===== config.mk =====
export PLATFORM = sky130hd
export DESIGN_NAME = ddr_init_seq
export DESIGN_NICKNAME = d
export VERILOG_FILES = /design/src/rtl/ddr_init_seq.sv
export SDC_FILE = /design/constraint.sdc
export NUM_CORES = 1
export LEC_CHECK = 0
export ABC_AREA = 1
export BUFFER_PORTS_ARGS = -buffer_cell sky130_fd_sc_hd__buf_2
export CAP_MARGIN = 10
export CELL_PAD_IN_SITES_DETAIL_PLACEMENT = 0
export CELL_PAD_IN_SITES_GLOBAL_PLACEMENT = 1
export CORE_MARGIN = 2
export CORE_UTILIZATION = 41
export DETAILED_ROUTE_END_ITERATION = 10
export GPL_ROUTABILITY_DRIVEN = 0
export GPL_TIMING_DRIVEN = 0
export PLACE_DENSITY_LB_ADDON = 0.1
export SLEW_MARGIN = 20
export SYNTH_ARGS = -nofsm -noshare
export SYNTH_HDL_FRONTEND = slang
export SYNTH_SLANG_ARGS = --single-unit

===== constraint.sdc =====
create_clock -name core_clk -period 2.3 [get_ports core_clk]
set_input_delay 0.23 -clock core_clk [delete_from_list [all_inputs] [get_ports core_clk]]
set_output_delay 0.23 -clock core_clk [all_outputs]
set_load 0.05 [all_outputs]

===== src/rtl/ddr_init_seq.sv =====
// ddr_init_seq
// DDR3 power-up / initialisation sequencer. After ddr_init_start is sampled
// high in IDLE it holds RESET# low, releases it, raises CKE, issues MR2, MR3,
// MR1 and MR0 mode-register sets, then ZQCL, waits for ZQ init and reports
// ddr_init_done. Every output is registered on the same edge as the state.
//
// Ports
//   core_clk, core_rst   clock and synchronous active-high reset
//   ddr_init_start       level request from the controller FSM
//   ddr_init_done        initialisation complete (held while start stays high)
//   busy                 sequence in progress (not IDLE, not DONE)
//   dfi_reset_n, dfi_cke DRAM RESET# and CKE
//   dfi_cs_n/ras_n/cas_n/we_n, dfi_bank, dfi_address   DFI command path
//   dfi_odt              ODT, held 0

module ddr_init_seq #(
  parameter int ADDR_W   = 14,
  parameter int CNT_W    = 20,
  parameter int T_RESET  = 40000,
  parameter int T_CKE    = 100000,
  parameter int T_XPR    = 64,
  parameter int T_MRD    = 4,
  parameter int T_MOD    = 12,
  parameter int T_ZQINIT = 512,
  parameter logic [ADDR_W-1:0] MR0_VAL = 'h0520,
  parameter logic [ADDR_W-1:0] MR1_VAL = 'h0044,
  parameter logic [ADDR_W-1:0] MR2_VAL = 'h0008,
  parameter logic [ADDR_W-1:0] MR3_VAL = 'h0000
) (
  input  logic              core_clk,
  input  logic              core_rst,
  input  logic              ddr_init_start,
  output logic              ddr_init_done,
  output logic              busy,
  output logic              dfi_reset_n,
  output logic              dfi_cke,
  output logic              dfi_cs_n,
  output logic              dfi_ras_n,
  output logic              dfi_cas_n,
  output logic              dfi_we_n,
  output logic [2:0]        dfi_bank,
  output logic [ADDR_W-1:0] dfi_address,
  output logic              dfi_odt
);

  // A zero timing parameter behaves as a one-cycle phase.
  localparam int T_RESET_E  = (T_RESET  < 1) ? 1 : T_RESET;
  localparam int T_CKE_E    = (T_CKE    < 1) ? 1 : T_CKE;
  localparam int T_XPR_E    = (T_XPR    < 1) ? 1 : T_XPR;
  localparam int T_MRD_E    = (T_MRD    < 1) ? 1 : T_MRD;
  localparam int T_MOD_E    = (T_MOD    < 1) ? 1 : T_MOD;
  localparam int T_ZQINIT_E = (T_ZQINIT < 1) ? 1 : T_ZQINIT;

  localparam logic [CNT_W-1:0] LD_RESET = CNT_W'(T_RESET_E - 1);
  localparam logic [CNT_W-1:0] LD_CKE   = CNT_W'(T_CKE_E - 1);
  localparam logic [CNT_W-1:0] LD_XPR   = CNT_W'(T_XPR_E - 1);
  localparam logic [CNT_W-1:0] LD_MRD   = CNT_W'(T_MRD_E - 1);
  localparam logic [CNT_W-1:0] LD_MOD   = CNT_W'(T_MOD_E - 1);
  // The ZQCL cycle itself counts toward T_ZQINIT, so ZQ_WAIT covers the rest.
  localparam logic [CNT_W-1:0] LD_ZQ   = CNT_W'((T_ZQINIT_E > 1) ? T_ZQINIT_E - 2 : 0);

  typedef enum logic [3:0] {
    IDLE, RST_LOW, CKE_WAIT, XPR, MR2, MR3, MR1, MR0, ZQCL, ZQ_WAIT, DONE
  } state_e;

  state_e            state_q, state_d;
  logic [CNT_W-1:0]  cnt_q, cnt_d;
  logic              done_q, done_d, busy_q, busy_d;
  logic              reset_n_q, reset_n_d, cke_q, cke_d;
  logic              cs_n_q, cs_n_d, ras_n_q, ras_n_d, cas_n_q, cas_n_d, we_n_q, we_n_d;
  logic [2:0]        bank_q, bank_d;
  logic [ADDR_W-1:0] address_q, address_d;
  logic              cnt_zero, entering;

  assign cnt_zero = (cnt_q == '0);

  // Next-state and phase counter. Each timed phase loads (T-1) on entry and
  // leaves when the counter reaches zero; the counter never wraps below zero.
  always_comb begin
    state_d = state_q;
    cnt_d   = cnt_zero ? cnt_q : cnt_q - 1'b1;
    case (state_q)
      IDLE: begin
        cnt_d = cnt_q;
        if (ddr_init_start) begin
          state_d = RST_LOW;
          cnt_d   = LD_RESET;
        end
      end
      RST_LOW:  if (cnt_zero) begin state_d = CKE_WAIT; cnt_d = LD_CKE; end
      CKE_WAIT: if (cnt_zero) begin state_d = XPR;      cnt_d = LD_XPR; end
      XPR:      if (cnt_zero) begin state_d = MR2;      cnt_d = LD_MRD; end
      MR2:      if (cnt_zero) begin state_d = MR3;      cnt_d = LD_MRD; end
      MR3:      if (cnt_zero) begin state_d = MR1;      cnt_d = LD_MRD; end
      MR1:      if (cnt_zero) begin state_d = MR0;      cnt_d = LD_MOD; end
      MR0:      if (cnt_zero) begin state_d = ZQCL;     cnt_d = '0;     end
      ZQCL: begin
        cnt_d   = LD_ZQ;
        state_d = (T_ZQINIT_E > 1) ? ZQ_WAIT : DONE;
      end
      ZQ_WAIT:  if (cnt_zero) begin state_d = DONE;     cnt_d = '0;     end
      DONE: begin
        cnt_d = cnt_q;
        if (!ddr_init_start) state_d = IDLE;
      end
      default: begin
        state_d = IDLE;
        cnt_d   = '0;
      end
    endcase
  end

  assign entering = (state_d != state_q);

  // Pin values are decoded from the state being entered so they appear on
  // the same edge as the state register. MRS states carry their command only
  // on their first cycle and NOP for the remaining spacing cycles.
  always_comb begin
    done_d    = 1'b0;
    busy_d    = 1'b0;
    reset_n_d = 1'b0;
    cke_d     = 1'b0;
    cs_n_d    = 1'b1;
    ras_n_d   = 1'b1;
    cas_n_d   = 1'b1;
    we_n_d    = 1'b1;
    bank_d    = 3'd0;
    address_d = '0;
    case (state_d)
      RST_LOW:  busy_d = 1'b1;
      CKE_WAIT: begin
        busy_d    = 1'b1;
        reset_n_d = 1'b1;
      end
      XPR, ZQ_WAIT: begin
        busy_d    = 1'b1;
        reset_n_d = 1'b1;
        cke_d     = 1'b1;
        cs_n_d    = 1'b0;
      end
      MR2, MR3, MR1, MR0: begin
        busy_d    = 1'b1;
        reset_n_d = 1'b1;
        cke_d     = 1'b1;
        cs_n_d    = 1'b0;
        if (entering) begin
          ras_n_d = 1'b0;
          cas_n_d = 1'b0;
          we_n_d  = 1'b0;
          case (state_d)
            MR2:     begin bank_d = 3'd2; address_d = MR2_VAL; end
            MR3:     begin bank_d = 3'd3; address_d = MR3_VAL; end
            MR1:     begin bank_d = 3'd1; address_d = MR1_VAL; end
            default: begin bank_d = 3'd0; address_d = MR0_VAL; end
          endcase
        end
      end
      ZQCL: begin
        busy_d        = 1'b1;
        reset_n_d     = 1'b1;
        cke_d         = 1'b1;
        cs_n_d        = 1'b0;
        we_n_d        = 1'b0;
        address_d[10] = 1'b1;
      end
      DONE: begin
        done_d    = 1'b1;
        reset_n_d = 1'b1;
        cke_d     = 1'b1;
        cs_n_d    = 1'b0;
      end
      default: ;
    endcase
  end

  // State, counter and registered pins; reset values equal the IDLE pins.
  always_ff @(posedge core_clk) begin
    if (core_rst) begin
      state_q   <= IDLE;
      cnt_q     <= '0;
      done_q    <= 1'b0;
      busy_q    <= 1'b0;
      reset_n_q <= 1'b0;
      cke_q     <= 1'b0;
      cs_n_q    <= 1'b1;
      ras_n_q   <= 1'b1;
      cas_n_q   <= 1'b1;
      we_n_q    <= 1'b1;
      bank_q    <= 3'd0;
      address_q <= '0;
    end else begin
      state_q   <= state_d;
      cnt_q     <= cnt_d;
      done_q    <= done_d;
      busy_q    <= busy_d;
      reset_n_q <= reset_n_d;
      cke_q     <= cke_d;
      cs_n_q    <= cs_n_d;
      ras_n_q   <= ras_n_d;
      cas_n_q   <= cas_n_d;
      we_n_q    <= we_n_d;
      bank_q    <= bank_d;
      address_q <= address_d;
    end
  end

  assign ddr_init_done = done_q;
  assign busy          = busy_q;
  assign dfi_reset_n   = reset_n_q;
  assign dfi_cke       = cke_q;
  assign dfi_cs_n      = cs_n_q;
  assign dfi_ras_n     = ras_n_q;
  assign dfi_cas_n     = cas_n_q;
  assign dfi_we_n      = we_n_q;
  assign dfi_bank      = bank_q;
  assign dfi_address   = address_q;
  assign dfi_odt       = 1'b0;

endmodule


* After elaboration in Yosys (flattened, before gate mapping) *
Index checks and enable logic that the tools add are counted.

cells by class
  eq/ne operators = 22
  bitwise operators = 3
  reduce and logical (&&, ||, !) cells = 11
  add/subtract/negate cells = 1
  muxes and demuxes = 29

operator list
  cell                                                                    number
  20-bit one-hot mux with 8 select lines                                  1
  20-bit two-way mux                                                      6
  4-bit one-hot mux with 11 select lines                                  1
  4-bit two-way mux                                                       10
  11-bit one-hot mux with 3 select lines                                  1
  4-bit by 3-bit equality test with 1-bit output (second input constant)  8
  4-bit equality test (second input constant)                             6
  20-bit logical NOT                                                      1
  20-bit by 1-bit subtractor with 20-bit output (second input constant)   1
  9-bit OR reduction                                                      2
  4-bit by 2-bit equality test with 1-bit output (second input constant)  4
  11-bit two-way mux                                                      1
  4-bit by 1-bit equality test with 1-bit output (second input constant)  2
  8-bit OR reduction                                                      1
  1-bit two-way mux                                                       6
  2-bit one-hot mux with 3 select lines                                   1
  3-bit OR reduction                                                      2
  4-bit logical NOT                                                       1
  4-bit inequality test                                                   1
  1-bit one-hot mux with 2 select lines                                   2
  2-bit OR reduction                                                      2
  4-bit OR reduction                                                      1
  1-bit NOT                                                               3
  2-bit inequality test (second input constant)                           1
  2-bit AND reduction                                                     1

storage, ports and cells
  input port bits = 3
  output and inout port bits = 26
  flip-flop bits (word level) = 48

* Logic depth before layout (Yosys ltp) *
Gate-level depths: netlist of run 1.

  depth after elaboration = 7
  gate-level depth with buffers = 14
  mapped depth without buffers = 14

* Worst setup path before layout of run 1 *
Ideal clock, no wire load.

  kind = reg2reg
  start point = register cnt_q[0]
  end point = register cnt_q[2]
  path buffers = 1
  data arrival time = 1586 ps
  path slack = 582 ps
  clock period less this slack = 1718 ps
  library setup time = 132 ps
  cell stages (with the launch flop) = 12
  required time = 2168 ps
  path through = dfxtp_1 -> inv_1 -> ha_1 -> nand2_2 -> nor2_8 -> nand3_2 -> buf_2 -> nand2_1 -> nand3_1 -> a21o_1 -> nand2_1 -> a21oi_1

on the way
  longest elaborated chain between the ends = 3

ends and longest elaborated chain
  element                                                                                     line    source
  from (decl)                                                                                 67      logic [CNT_W-1:0] cnt_q, cnt_d;
  from (signal assigned)                                                                      193     cnt_q <= cnt_d;
  20-bit by 1-bit subtractor with 20-bit output / 20-bit logical NOT (equally long branches)  81, 75
  20-bit two-way mux, on equally long branches                                                n/a
  20-bit one-hot mux with 8 select lines *                                                    82      case (state_q)

Every way passes the cells marked *; elsewhere a longest branch is shown, timed or not.
A chain may end at the register's enable or synchronous reset.

* Worst setup path in the final report of run 1 *
Same ends and word-level chain as after synthesis.

==> results_dict.tcl, run 1 <==
set metrics [dict create \
    start_util 0.420 \
    worst_pin_slew_ns 0.561 \
    wl_per_cell_um 12.4 \
    finClkSkew_ns 0.00708 \
    total_power_mw 2.31 \
    fp.dieArea_mm2 0.00622 \
    cp-start-kind "register" \
    rsz0062_at_grt "no" \
    crit_top_cell "nand2_1" \
    hp-class "input pin to register" \
    max-cap-violations 0 \
    crit_buf_inv 2 \
    syn_to_final_growth_pct 15.3 \
    path_cells "inv_1 > ha_1 > nand2_2 > nor2_8 > nand3_2 > buf_2 > nand2_1 > nand3_1 > a21o_1 > nand2_1 > a21oi_1" \
    portBuffers 18 \
    synth.ff_latch_count 37 \
    cts_hold_buf 0 \
    critPathArrivalTime_ns 2.19 \
    clk_pin_slew_ns 0.08 \
    nFillCells 588 \
    grt_max_degree 14 \
    nets 382 \
    cts_tree "yes" \
    finalCriticalPeriod_ns 2.03 \
    rows 27 \
    vias 2189 \
    die_width_um 78.9 \
    final_max_slew_viol_count 0 \
    drt_iter0_markers 147 \
    antenna_found_initial 0 \
    firstDrtPassIters 5 \
    clk_latency_ns 0.29 \
    cts_buffer_depth 2 \
    ant_nets 0 \
    root_buffer "clkbuf_8" \
    ios 29 \
    status "completed" \
    syn-cell-area_mm2 0.00230 \
    fin_crit_sh 0.884 \
    yosysTopAreaCellShare 0.322 \
    grt-ovfl-total 0 \
    path_max_fanout 10 \
    synth_top_cell_by_area "dfxtp_1" \
    synth.yosys.warnings 0 \
    ff_latch_area_um2 741 \
    routed_wl_mm 5.58 \
    via_per_inst 4.85 \
    critical_path.max_stage_delay_ns 0.33 \
    hpwl_mm 4.23 \
    setup_tns_ns 0 \
    path_class "register to register" \
    critPathRequiredTime_ns 2.45 \
    relSlewSlack 0.626 \
    die_height_um 78.9 \
    htreeDepth 2 \
    drive_gt1_frac 0.214 \
    power_density_mw_per_mm2 873 \
    max_freq_mhz 492 \
    hold_viol 0 \
    grt.total_usage 0.193 \
    avgSynthCellArea_um2 6.68 \
    yosysSeqAreaShare 0.322 \
    synth_cells 344 \
    multi_input_area_mm2 0.00129 \
    crit_slowest_cell "dfxtp_1" \
    post-cts-setup-buffer-count 0 \
    critPathTopFamily "simple AND/OR/NAND/NOR gates" \
    cts_resized 0 \
    cts_buffers 5 \
    clkSinkCount 37 \
    worst_setup_path_end_kind "register" \
    grt_first_pass_wirelength_mm 9.43 \
    vdd.ir_drop.worst_mv 0.335 \
    setup_viol 0 \
    synth.distinct_cells 34 \
    grt_pass1_vias 1974 \
    drcViolationCount 0 \
    p_leak_nw 1.31 \
    core_mm2 0.00547 \
    synth_area_leaders "dfxtp_1 (32%), nand2_1 (14%), a21oi_1 (6.3%)" \
    diodes 0 \
]
[stage by stage]
step / util / instances / instance area (um^2) / hold WS [ns] / setup slack [ns]
after floorplan: - / 353 / 2330 / 0.314 / 0.582
after global placement: 0.459 / 443 / 2510 / 0.454 / 0.307
after detailed placement: 0.459 / 443 / 2510 / 0.459 / 0.306
after CTS: 0.484 / 451 / 2650 / 0.196 / 0.289
after global routing: 0.484 / 451 / 2650 / 0.202 / 0.146
final: 0.484 / 451 / 2650 / 0.207 / 0.266
[logic make-up (layout without fill, tap and decap cells)]
family,Yosys count,count (layout),share of synthesized area
compound gates,53,53,0.131
xor+xnor,8,8,0.0305
fa+ha+maj,1,1,0.00545
buf+inv,65,91,0.130
flops,37,37,0.322
mux,1,1,0.00436
other cells,1,10,0.00163
simple gates,178,178,0.375
[layer usage]
layer	routed length [um]	global-route usage	vias up
met5	0	0	-
met3	246	0.0352	7
met2	2700	0.329	53
met4	61	0.0552	0
met1	2580	0.250	988
li1	-	-	1141
[cell usage in the layout, fill, tap and decap left out, drive strengths merged, types with 7 or more instances in the layout]
cell    instances
inv            46
dfxtp          37
clkbuf          7
nand2          90
buf            35
conb           10
o21ai          19
nand3          25
nor2           50
a21oi          29
[cell type report]
cell class / count / share of cell area
clock buffer: 5 / 0.0260
sequential: 37 / 0.280
inverter: 46 / 0.0652
multi-input combinational: 251 / 0.488
buffer: 19 / 0.0472
timing repair buffer: 18 / 0.0340
tap: 72 / 0.0340
clock inverter: 3 / 0.0260
[worst reg2reg max path, cell delays in order, from the launching register on]
cell and delay, ns:
dfxtp_1 0.33, inv_1 0.07, ha_1 0.22, nand2_2 0.13, nor2_8 0.20, nand3_2 0.17
buf_2 0.24, nand2_1 0.10, nand3_1 0.14, a21o_1 0.20, nand2_1 0.05, a21oi_1 0.06
[final timing paths]
check,slack [ns],cells after the start,to,startpoint
worst max register to register,0.27,11,cnt_q[2]$_SDFFE_PP0P_,cnt_q[0]$_SDFFE_PP0P_
worst min register to register,0.47,2,cnt_q[1]$_SDFFE_PP0P_,cnt_q[1]$_SDFFE_PP0P_
worst max-delay path,0.27,11,cnt_q[2]$_SDFFE_PP0P_,cnt_q[0]$_SDFFE_PP0P_
worst min-delay path,0.21,2,ddr_init_done$_SDFF_PP0_,core_rst
[synth_stat cells]
cell type,number
conb_1,1
nor2_8,2
o21ai_4,2
dfxtp_1,37
a31oi_1,1
clkbuf_1,2
o21ai_0,12
xor2_1,6
and2_1,1
a221oi_1,1
a21boi_0,1
buf_4,13
clkinv_1,1
nand3_1,21
o21ai_1,5
nand4_1,6
inv_1,37
nor2_1,34
o211ai_1,1
nor2_2,11
ha_1,1
nand2_4,2
xnor2_1,2
nor3_1,5
inv_2,8
a21oi_1,29
a21o_1,1
nand3_2,4
nor2_4,3
nand2_2,5
nand2_1,83
mux2i_1,1
nor4_2,1
buf_2,4
[report_power, final]
group	internal [mW]	switching, mW	leakage [nW]
logic	0.266	0.582	0.939
registers	0.704	0.0622	0.302
clock network	0.437	0.262	0.0687
total	1.41	0.906	1.31
[state kept, by name, summed over array words and instances, names as in the netlist]
name           cells
dfi_we_n           1
dfi_reset_n        1
state_q            4
dfi_address        4
ddr_init_done      1
dfi_bank           2
dfi_cs_n           1
dfi_cas_n          1
busy               1
cnt_q             20
dfi_cke            1
Power figures use the tool's default switching activity.
==> inputs of run 2 (changes only) <==
--- a/config.mk
+++ b/config.mk
@@ -8,8 +8,9 @@
 export ABC_AREA = 1
 export BUFFER_PORTS_ARGS = -buffer_cell sky130_fd_sc_hd__buf_2
 export CAP_MARGIN = 10
-export CELL_PAD_IN_SITES_DETAIL_PLACEMENT = 0
+export CELL_PAD_IN_SITES_DETAIL_PLACEMENT = 1
 export CELL_PAD_IN_SITES_GLOBAL_PLACEMENT = 1
+export CORE_ASPECT_RATIO = 0.6
 export CORE_MARGIN = 2
 export CORE_UTILIZATION = 41
 export DETAILED_ROUTE_END_ITERATION = 10
==> results_dict.tcl, run 2 (synthesis results as in run 1) <==
set metrics [dict create \
    rr_worst_depth 11 \
    routed_wl_mm 6.63 \
    htreeDepth 2 \
    antenna_found_initial 0 \
    clk_pin_slew_ns 0.08 \
    stdcell_count 448 \
    drt_iter0_markers 72 \
    max-cap-violations 0 \
    vdd.ir_drop.worst_mv 0.259 \
    rsz0062_at_grt "no" \
    worst_pin_slew_ns 0.623 \
    ant_nets 0 \
    via_per_inst 5.03 \
    hpwl_mm 5.30 \
    diodes 0 \
    drcViolationCount 0 \
    min_to "ddr_init_done$_SDFF_PP0_" \
    wl_per_cell_um 14.8 \
    path_max_fanout 10 \
    grt_pass1_vias 1995 \
    core_mm2 0.00549 \
    finClkSkew_ns 0.00938 \
    hp-start "core_rst" \
    switching_share 0.438 \
    hp-class "input pin to register" \
    drive_gt1_frac 0.216 \
    critPathRequiredTime_ns 2.47 \
    relSlewSlack 0.585 \
    largest_reg_flops 20 \
    cts_tree "yes" \
    portBuffers 18 \
    vias 2253 \
    max_freq_mhz 482 \
    cp-start-kind "register" \
    firstDrtPassIters 4 \
    final_max_slew_viol_count 0 \
    start_util 0.418 \
    clk_latency_ns 0.30 \
    critPathArrivalTime_ns 2.24 \
    cts_buffers 5 \
    setup_tns_ns 0 \
    rows 21 \
    worst_setup_path_end_kind "register" \
    hold_slack_ns 0.175 \
    layout_commonest_cell "nand2_1" \
    path_class "register to register" \
    rrSetupSlack_ns 0.22 \
    p_comb_frac 0.410 \
    internal_power_mw 1.22 \
    cts_hold_buf 0 \
    power_density_mw_per_mm2 827 \
    setup_viol 0 \
    ios 29 \
    syn_to_final_growth_pct 13.9 \
    reg2reg_from "cnt_q[0]$_SDFFE_PP0P_" \
    grt.total_usage 0.227 \
    pwr-share-clk 0.233 \
    r2r_end "cnt_q[2]$_SDFFE_PP0P_" \
    top_register "cnt_q" \
    most-common-layout-cells "nand2_1 (83), inv_1 (37), dfxtp_1 (37)" \
    power_frac_seq 0.356 \
    hold_depth 2 \
    grt_first_pass_wirelength_mm 10.5 \
    fin_crit_sh 0.903 \
    die_width_um 101 \
    clkSinkCount 37 \
    hold_viol 0 \
    fp.dieArea_mm2 0.00624 \
    total_power_mw 2.17 \
    root_buffer "clkbuf_8" \
    power_switching_mw 0.948 \
    nets 382 \
    status "completed" \
    nFillCells 750 \
    grt-ovfl-total 0 \
    p_leak_nw 1.30 \
    finalCriticalPeriod_ns 2.08 \
    grt_max_degree 13 \
    final_core_util 0.477 \
    cts_buffer_depth 2 \
    die_height_um 62.0 \
    post-place-cells 440 \
]
run 2: worst max path at each step:
| stage | start | to | slack [ns] | cells past startpoint |
|---|---|---|---|---|
| 2_1_floorplan | cnt_q[0]$_SDFFE_PP0P_ | cnt_q[2]$_SDFFE_PP0P_ | 0.58 | 11 |
| 3_3_place_gp | cnt_q[0]$_SDFFE_PP0P_ | cnt_q[2]$_SDFFE_PP0P_ | 0.22 | 11 |
| 3_5_place_dp | cnt_q[0]$_SDFFE_PP0P_ | cnt_q[2]$_SDFFE_PP0P_ | 0.22 | 11 |
| 4_1_cts | cnt_q[0]$_SDFFE_PP0P_ | dfi_cke$_SDFF_PP0_ | 0.16 | 12 |
| 5_1_grt | cnt_q[0]$_SDFFE_PP0P_ | cnt_q[2]$_SDFFE_PP0P_ | 0.08 | 11 |
| 6_report | cnt_q[0]$_SDFFE_PP0P_ | cnt_q[2]$_SDFFE_PP0P_ | 0.22 | 11 |
run 2: stage by stage:
stage	setup slack (ns)	instance area [um^2]
6_report	0.224	2620
5_1_grt	0.0763	2620
4_1_cts	0.155	2600
3_5_place_dp	0.218	2510
3_3_place_gp	0.221	2510
2_1_floorplan	0.582	2330
run 2: area by class of cell:
cell class / count / area (um^2) / share of cell area
Multi-Input combinational cell: 251 / 1300 / 0.498
Sequential cell: 37 / 741 / 0.283
Inverter: 46 / 173 / 0.0660
Buffer: 19 / 128 / 0.0488
Timing Repair Buffer: 18 / 90.1 / 0.0344
Tap cell: 69 / 86.3 / 0.0330
Clock buffer: 6 / 82.6 / 0.0315
Clock inverter: 2 / 13.8 / 0.00526
run 2: critical path: stages (launching register included):
cell and delay, ns:
dfxtp_1 0.34, inv_1 0.09, ha_1 0.24, nand2_2 0.13, nor2_8 0.22, nand3_4 0.15, clkbuf_4 0.22, nand2_1 0.10
nand3_1 0.14, a21o_1 0.20, nand2_1 0.05, a21oi_1 0.05
run 2: what timing repair did:
item                       CTS  global route
resized for setup            0             3
setup buffers                0             0
setup endpoints to repair    0             4
run 2: per-layer routing:
layer / wire (um) / track usage
met3: 411 / 0.0537
met5: 0 / 0
met4: 69 / 0.0411
met1: 3630 / 0.360
met2: 2520 / 0.305
run 2: power groups by stage:
stage | clock network (mW) | logic [mW] | registers, mW
after floorplan | 0 | 0.654 | 0.806
after global placement | 0 | 0.852 | 0.785
after detailed placement | 0 | 0.872 | 0.786
after CTS | 0.514 | 0.877 | 0.772
after global routing | 0.542 | 0.987 | 0.785
final | 0.505 | 0.889 | 0.772
==> inputs of run 3 (changes only) <==
--- a/config.mk
+++ b/config.mk
@@ -11,7 +11,7 @@
 export CELL_PAD_IN_SITES_DETAIL_PLACEMENT = 1
 export CELL_PAD_IN_SITES_GLOBAL_PLACEMENT = 1
 export CORE_ASPECT_RATIO = 0.6
-export CORE_MARGIN = 2
+export CORE_MARGIN = 8
 export CORE_UTILIZATION = 41
 export DETAILED_ROUTE_END_ITERATION = 10
 export GPL_ROUTABILITY_DRIVEN = 0
==> results_dict.tcl, run 3 (synthesis results as in run 1) <==
set metrics [dict create \
    root_buffer "clkbuf_8" \
    power_density_mw_per_mm2 898 \
    rrSetupSlack_ns 0.16 \
    rows 21 \
    largest_reg_flops 20 \
    start_util 0.418 \
    max-cap-violations 0 \
    cp-start-kind "register" \
    p_comb_frac 0.379 \
    path_max_fanout 7 \
    crit_start "state_q[0]$_SDFF_PP0_" \
    grt_max_degree 13 \
    finClkSkew_ns 0.00245 \
    finalCriticalPeriod_ns 2.14 \
    grt-ovfl-total 0 \
    power_frac_seq 0.325 \
    switching_share 0.410 \
    nets 382 \
    die_height_um 74.0 \
    multi_input_area_mm2 0.00130 \
    p_leak_nw 1.31 \
    status "completed" \
    ios 29 \
    firstDrtPassIters 4 \
    cts_tree "yes" \
    pwr-share-clk 0.297 \
    cts_buffer_depth 2 \
    routed_wl_mm 7.30 \
    ant_nets 0 \
    hp-class "input pin to register" \
    clk_latency_ns 0.31 \
    vdd.ir_drop.worst_mv 0.271 \
    path_class "register to register" \
    final_max_slew_viol_count 0 \
    setup_tns_ns 0 \
    ff_latch_area_um2 741 \
    diodes 0 \
    fin_crit_sh 0.932 \
    syn_to_final_growth_pct 15.4 \
    critPathArrivalTime_ns 2.40 \
    nFillCells 746 \
    layout_commonest_cell "nand2_1" \
    antenna_found_initial 0 \
    fp.dieArea_mm2 0.00833 \
    final_core_util 0.483 \
    critical_path.max_stage_delay_ns 0.55 \
    cts_hold_buf 0 \
    cts_buffers 5 \
    grt.total_usage 0.184 \
    clkSinkCount 37 \
    drive_gt1_frac 0.214 \
    power_switching_mw 0.976 \
    most-common-layout-cells "nand2_1 (83), inv_1 (37), dfxtp_1 (37)" \
    post-cts-setup-buffer-count 0 \
    hold_viol 0 \
    vias 2219 \
    clk_pin_slew_ns 0.08 \
    relSlewSlack 0.583 \
    via_per_inst 4.95 \
    crit_slowest_cell "dfxtp_1" \
    wl_per_cell_um 16.3 \
    cts_resized 0 \
    rsz0062_at_grt "no" \
    path_cells "nand2_1 > nor2_1 > nor2_1 > nor2_1 > nor2_1 > nand2_2 > nand2_1 > o21ai_1 > nand2_1 > nand2_1" \
    grt_pass1_vias 2236 \
    grt_first_pass_wirelength_mm 11.8 \
    reg2reg_from "state_q[0]$_SDFF_PP0_" \
    die_width_um 113 \
    worst_setup_path_end_kind "register" \
    hpwl_mm 5.55 \
    drt_iter0_markers 149 \
    top_register "cnt_q" \
    critPathRequiredTime_ns 2.56 \
    setup_viol 0 \
    drcViolationCount 0 \
    total_power_mw 2.38 \
    portBuffers 18 \
    max_freq_mhz 466 \
    htreeDepth 2 \
    hp-start "core_rst" \
    worst_pin_slew_ns 0.626 \
    core_mm2 0.00549 \
    internal_power_mw 1.40 \
]
-- run 3: cell count changes in the layout (fill, tap and decap cells not counted) --
cell | before | now
bufinv_16 | 0 | 2
clkbuf_8 | 6 | 5
clkinv_4 | 1 | 0
o21ai_1 | 4 | 5
o21ai_2 | 1 | 0
-- run 3: cell type report --
type / count / area share
repair buffers: 18 / 0.0340
plain buffers: 19 / 0.0481
flip-flops and latches: 37 / 0.279
well taps: 69 / 0.0326
clock inverters: 3 / 0.0245
inverters: 46 / 0.0651
multi-input cells: 251 / 0.490
clock buffers: 5 / 0.0260
-- run 3: power groups by stage --
| stage | sequential, mW | clock (mW) | combinational (mW) |
|---|---|---|---|
| 2_1_floorplan | 0.806 | 0 | 0.654 |
| 3_3_place_gp | 0.784 | 0 | 0.851 |
| 3_5_place_dp | 0.788 | 0 | 0.876 |
| 4_1_cts | 0.773 | 0.711 | 0.889 |
| 5_1_grt | 0.781 | 0.734 | 1.00 |
| 6_report | 0.773 | 0.706 | 0.901 |
-- run 3: layer usage --
layer	up-vias	share of wire	track usage
met5	-	0	0
met4	0	0.0081	0.0564
met3	6	0.083	0.0429
met2	56	0.40	0.273
met1	1017	0.51	0.258
li1	1140	-	-
-- run 3: path summary, 6_finish.rpt --
kind | end | cells past startpoint
max | dfi_cke$_SDFF_PP0_ | 10
min | ddr_init_done$_SDFF_PP0_ | 2
max reg2reg | dfi_cke$_SDFF_PP0_ | 10
min reg2reg | cnt_q[19]$_SDFFE_PP0P_ | 2
-- run 3: critical path, delay by kind of cell, from the launching register on --
| kind | cells | cell delay (ns) |
|---|---|---|
| compound gates | 1 | 0.25 |
| flops | 1 | 0.55 |
| simple gates | 9 | 1.27 |
-- run 3: metrics by stage --
| step | instances | instance area [um^2] | worst slack (ns) | hold slack [ns] |
|---|---|---|---|---|
| 2_1_floorplan | 353 | 2330 | 0.582 | 0.314 |
| 3_5_place_dp | 440 | 2510 | 0.236 | 0.477 |
| 4_1_cts | 448 | 2640 | 0.162 | 0.169 |
| 6_report | 448 | 2650 | 0.156 | 0.166 |
| 3_3_place_gp | 440 | 2510 | 0.230 | 0.450 |
| 5_1_grt | 448 | 2650 | 0.0262 | 0.191 |
